$ cat src/rtl/sync_manager.sv
// Active-geometry measurement for an RGB-domain DVI/HDMI stream: validated width/height plus
// per-line and per-frame strobes, all in the recovered pixel-clock domain.
module sync_manager #(
  parameter int unsigned MAX_WIDTH      = 1920,
  parameter int unsigned MAX_HEIGHT     = 1080,
  parameter int unsigned DELAY          = 0,
  parameter bit          VS_ACTIVE_HIGH = 1'b1
) (
  input  logic                          I_rgb_clk,
  input  logic                          I_rst,
  input  logic                          I_rgb_de,
  input  logic                          I_rgb_hs,
  input  logic                          I_rgb_vs,
  output logic [$clog2(MAX_WIDTH)-1:0]  O_image_width,
  output logic [$clog2(MAX_HEIGHT)-1:0] O_image_height,
  output logic                          O_width_valid,
  output logic                          O_height_valid,
  output logic                          O_new_row,
  output logic                          O_new_frame,
  output logic                          O_image_valid
);

  localparam int unsigned WW = $clog2(MAX_WIDTH);
  localparam int unsigned HW = $clog2(MAX_HEIGHT);
  // Saturation limits, clipped to what the port width can hold when MAX_* is a power of two.
  localparam int unsigned WLIM = (MAX_WIDTH < (1 << WW)) ? MAX_WIDTH : (1 << WW) - 1;
  localparam int unsigned HLIM = (MAX_HEIGHT < (1 << HW)) ? MAX_HEIGHT : (1 << HW) - 1;

  logic          de_q, de_q2, hs_q, vs_q, vs_q2;
  logic          de_rise, de_fall, vs_edge;
  logic          armed;
  logic [WW-1:0] pix_cnt, prev_width;
  logic [HW-1:0] line_cnt, prev_height, lines_now;
  logic [DELAY:0] row_pipe, frame_pipe;
  logic          unused_hs;

  assign de_rise = de_q & ~de_q2;
  assign de_fall = ~de_q & de_q2;
  assign vs_edge = VS_ACTIVE_HIGH ? (vs_q & ~vs_q2) : (~vs_q & vs_q2);

  // HS is carried for timing alignment only; nothing in the measurement depends on it.
  assign unused_hs = hs_q;

  // A line ending in the same cycle as the frame edge belongs to the frame that is closing.
  always_comb begin
    lines_now = line_cnt;
    if (de_fall && (line_cnt != HW'(HLIM))) begin
      lines_now = line_cnt + HW'(1);
    end
  end

  always_ff @(posedge I_rgb_clk) begin
    if (I_rst) begin
      de_q           <= 1'b0;
      de_q2          <= 1'b0;
      hs_q           <= 1'b0;
      vs_q           <= 1'b0;
      vs_q2          <= 1'b0;
      armed          <= 1'b0;
      pix_cnt        <= '0;
      prev_width     <= '0;
      line_cnt       <= '0;
      prev_height    <= '0;
      row_pipe       <= '0;
      frame_pipe     <= '0;
      O_image_width  <= '0;
      O_image_height <= '0;
      O_width_valid  <= 1'b0;
      O_height_valid <= 1'b0;
      O_image_valid  <= 1'b0;
    end else begin
      de_q  <= I_rgb_de;
      de_q2 <= de_q;
      hs_q  <= I_rgb_hs;
      vs_q  <= I_rgb_vs;
      vs_q2 <= vs_q;

      if (de_rise) begin
        pix_cnt <= WW'(1);
      end else if (de_q && (pix_cnt != WW'(WLIM))) begin
        pix_cnt <= pix_cnt + WW'(1);
      end

      if (de_fall) begin
        if ((pix_cnt == prev_width) && (pix_cnt != '0)) begin
          O_width_valid <= 1'b1;
          O_image_width <= pix_cnt;
        end else begin
          O_width_valid <= 1'b0;
          prev_width    <= pix_cnt;
        end
      end

      if (vs_edge) begin
        line_cnt <= '0;
        armed    <= 1'b1;
        if (armed) begin
          if ((lines_now == prev_height) && (lines_now != '0)) begin
            O_height_valid <= 1'b1;
            O_image_height <= lines_now;
          end else begin
            O_height_valid <= 1'b0;
            prev_height    <= lines_now;
          end
        end
      end else begin
        line_cnt <= lines_now;
      end

      row_pipe      <= (DELAY + 1)'({row_pipe, de_fall});
      frame_pipe    <= (DELAY + 1)'({frame_pipe, vs_edge});
      O_image_valid <= O_width_valid & O_height_valid;
    end
  end

  assign O_new_row   = row_pipe[DELAY];
  assign O_new_frame = frame_pipe[DELAY];

endmodule

$ cat config.mk
export PLATFORM = sky130hd
export DESIGN_NAME = sync_manager
export DESIGN_NICKNAME = d
export VERILOG_FILES = /design/src/rtl/sync_manager.sv
export SDC_FILE = /design/constraint.sdc
export NUM_CORES = 1
export LEC_CHECK = 0
export ABC_AREA = 1
export BUFFER_PORTS_ARGS = -buffer_cell sky130_fd_sc_hd__buf_2
export CORE_MARGIN = 8
export CORE_UTILIZATION = 40
export CTS_CLUSTER_SIZE = 24
export DETAILED_ROUTE_END_ITERATION = 16
export PLACE_DENSITY_LB_ADDON = 0.15
export REMOVE_ABC_BUFFERS = 1
export SYNTH_ARGS = -nofsm -noshare
export SYNTH_HDL_FRONTEND = slang
export SYNTH_SLANG_ARGS = --single-unit
$ cat constraint.sdc
create_clock -name I_rgb_clk -period 3.8 [get_ports I_rgb_clk]
set_input_delay 0.19 -clock I_rgb_clk [delete_from_list [all_inputs] [get_ports I_rgb_clk]]
set_output_delay 0.19 -clock I_rgb_clk [all_outputs]
set_load 0.02 [all_outputs]
==> results_dict.tcl <==
set metrics [dict create \
    drive_gt1_share_pct 13.1 \
    worst_pin_slew_ns 0.794 \
    antenna_found_initial 0 \
    die_area_um2 13000 \
    hold_buffers 0 \
    detail-route-antenna-nets 0 \
    grt_usage_pct 14.2 \
    cts_tree "yes" \
    r2r-start "de_q2$_SDFF_PP0_" \
    core_um2 9550 \
    ctsResizeCount 0 \
    gp_congestion 0.837 \
    dp_hpwl_um 6100 \
    cts_setup_buffers 0 \
    clock_skew_ns 0.0101 \
    fin_util_pct 44.8 \
    initial_core_util_pct 40.3 \
    design.portCount 32 \
    syn_to_final_growth_pct 11.0 \
    synthFlopType "dfxtp_1" \
    crit_path_end_kind "flip-flop" \
    rsz0062_at_grt "false" \
    ir_drop_mv 0.182 \
    clock_latency_ns 0.35 \
    hp-start "I_rgb_de" \
    wirelength_um 8740 \
    syn-cell-area_um2 3850 \
    synthArstFlopShare_pct 0 \
    ys_seq_area_share_pct 39.5 \
    worstSetupStartpoint "de_q2$_SDFF_PP0_" \
    grt_start_max_net_pins 37 \
    drt-vias-per-instance 4.86 \
    syn_area_per_cell_um2 6.95 \
    finalNetCount 586 \
    finalCritPeriodShare_pct 70.6 \
    yosys.area.top_type "dfxtp_1" \
    dr.pass1.iters 6 \
    fillCellCount 1027 \
    die_w_um 114 \
    tns_ns 0 \
    critical_path_class "reg -> reg" \
    postSynthCellCount 554 \
    drc 0 \
    first_iter_violations 164 \
    startpoint_type "flip-flop" \
    htreeDepth 3 \
    hold_violations 0 \
    fmax_mhz 373 \
    cts_root_buffer "clkbuf_8" \
    dp_cells 699 \
    ys_seq_elements 76 \
    grt_pass1_wl_um 15100 \
    vias 3462 \
    die_h_um 114 \
    wire_per_inst_um 12.3 \
    grt_pass1_vias 3327 \
    finalSetupViolations 0 \
    synth_most_common_cell "nand2_1" \
    status "completed" \
    overflow 0 \
    yosysTopAreaCellShare_pct 39.5 \
    post_synth_num_cell_types 33 \
    yosysWarnings 0 \
    p_per_area_nw_per_um2 384 \
    cts_buffer_depth 2 \
    hp-class "in -> reg" \
    path_clk_slew_ns 0.08 \
    place.port_buffers 30 \
    drv_slew 0 \
    rows 36 \
    p_leak_nw 1.96 \
    drv_cap 0 \
    cts.sinks 76 \
    path_max_fanout 36 \
    synth_edf_count 0 \
    instances_no_fill 713 \
    antenna_cells 0 \
    required_ns 4.08 \
    max_slew_margin_pct 46.9 \
    fin_crit_ns 2.68 \
    cts_inserted_buffers 9 \
    synth.area.top_cells "dfxtp_1 39%, nand2_1 11%, nor2_1 7.4%" \
    synthTopCellsByCount "112 x nand2_1, 76 x dfxtp_1, 76 x nor2_1" \
    crit_arrival_ns 2.96 \
]
==> final timing paths <==
check / end / cells past startpoint / slack, ns
max: O_image_height[4]$_SDFFE_PP0P_ / 14 / 1.12
min: de_q$_SDFF_PP0_ / 3 / 0.04
max reg2reg: O_image_height[4]$_SDFFE_PP0P_ / 14 / 1.12
min reg2reg: vs_q2$_SDFF_PP0_ / 2 / 0.44
==> worst max-delay path, stage by stage (launching register included) <==
cell and delay [ns]:
dfxtp_1 0.41, inv_2 0.08, nor2_8 0.40, nand3b_1 0.14
nand2_1 0.14, nand2_2 0.12, nand2_1 0.10, nand2_1 0.06
nor2_1 0.12, nand3_1 0.14, nor2_4 0.15, nand4_2 0.40
nand2_1 0.19, nand2_1 0.07, nor2_1 0.09
==> flip-flops by register name, summed over array words and instances (netlist names) <==
| name | flops |
|---|---|
| O_image_height | 11 |
| O_image_width | 11 |
| line_cnt | 11 |
| pix_cnt | 11 |
| prev_height | 11 |
| prev_width | 11 |
| O_height_valid | 1 |
| O_image_valid | 1 |
| O_new_frame | 1 |
| O_new_row | 1 |
| O_width_valid | 1 |
| armed | 1 |
| de_q | 1 |
| de_q2 | 1 |
| vs_q | 1 |
| vs_q2 | 1 |
==> layout make-up <==
type                            instances  area (um2)  area share [%]
Inverter                               74         278            6.49
Tap cell                              133         166            3.89
Clock buffer                           10         128            2.98
Timing Repair Buffer                   32         165            3.86
Sequential cell                        76        1520            35.6
Clock inverter                          4        76.3            1.78
Multi-Input combinational cell        384        1940            45.4
==> metrics by stage <==
stage	setup WS [ns]	hold slack [ns]	power [mW]	cell area (um2)
final	1.12	0.0418	1.64	4280
after global routing	0.670	0.0379	1.72	4280
after CTS	1.09	0.0223	1.67	4280
after detailed placement	1.13	0.398	1.00	4070
after global placement	1.18	0.397	1.00	4070
after floorplan	1.63	0.259	0.960	3740
==> cell families after synthesis <==
logic type	count (synthesis)	synth area share [%]
buffers and inverters	94	10.1
AND/OR/NAND/NOR	290	35.2
AO/OA/AOI/OAI	79	11.4
flip-flops	76	39.5
adder cells (fa/ha/maj)	4	1.30
XOR/XNOR	11	2.50
==> per-layer routing <==
layer,vias up,global-route usage [%],share of wire (%)
met4,0,5.41,1.7
li1,1824,-,-
met3,15,2.80,2.3
met5,-,0,0
met1,1573,16.9,47
met2,50,24.7,49
==> power breakdown <==
part,internal [mW],switching (mW)
sequential,0.815,0.0141
combinational,0.0498,0.104
clock,0.364,0.296
total,1.23,0.414
==> cell usage in the layout (no fill, tap or decap), types with 3 or more instances in the layout <==
master    netlist  routed
nand2_2        12      12
a311oi_1       11      11
or2_2           3       3
xor2_1          5       5
nand3b_1        6       6
nand4_1         7       7
nor2_1         76      76
nand2_1       112     112
a21oi_1        47      47
ha_1            4       4
inv_2           3       3
nor2_2          3       3
buf_2           1      30
clkbuf_8        0       9
xnor2_1         6       6
nor3_1          7       7
nor4_1          3       3
o21ai_0        20      20
inv_1          71      71
nand3_1        48      48
nor2_4          3       3
dfxtp_1        76      76
Note: power is estimated with default switching activity, not from simulation.
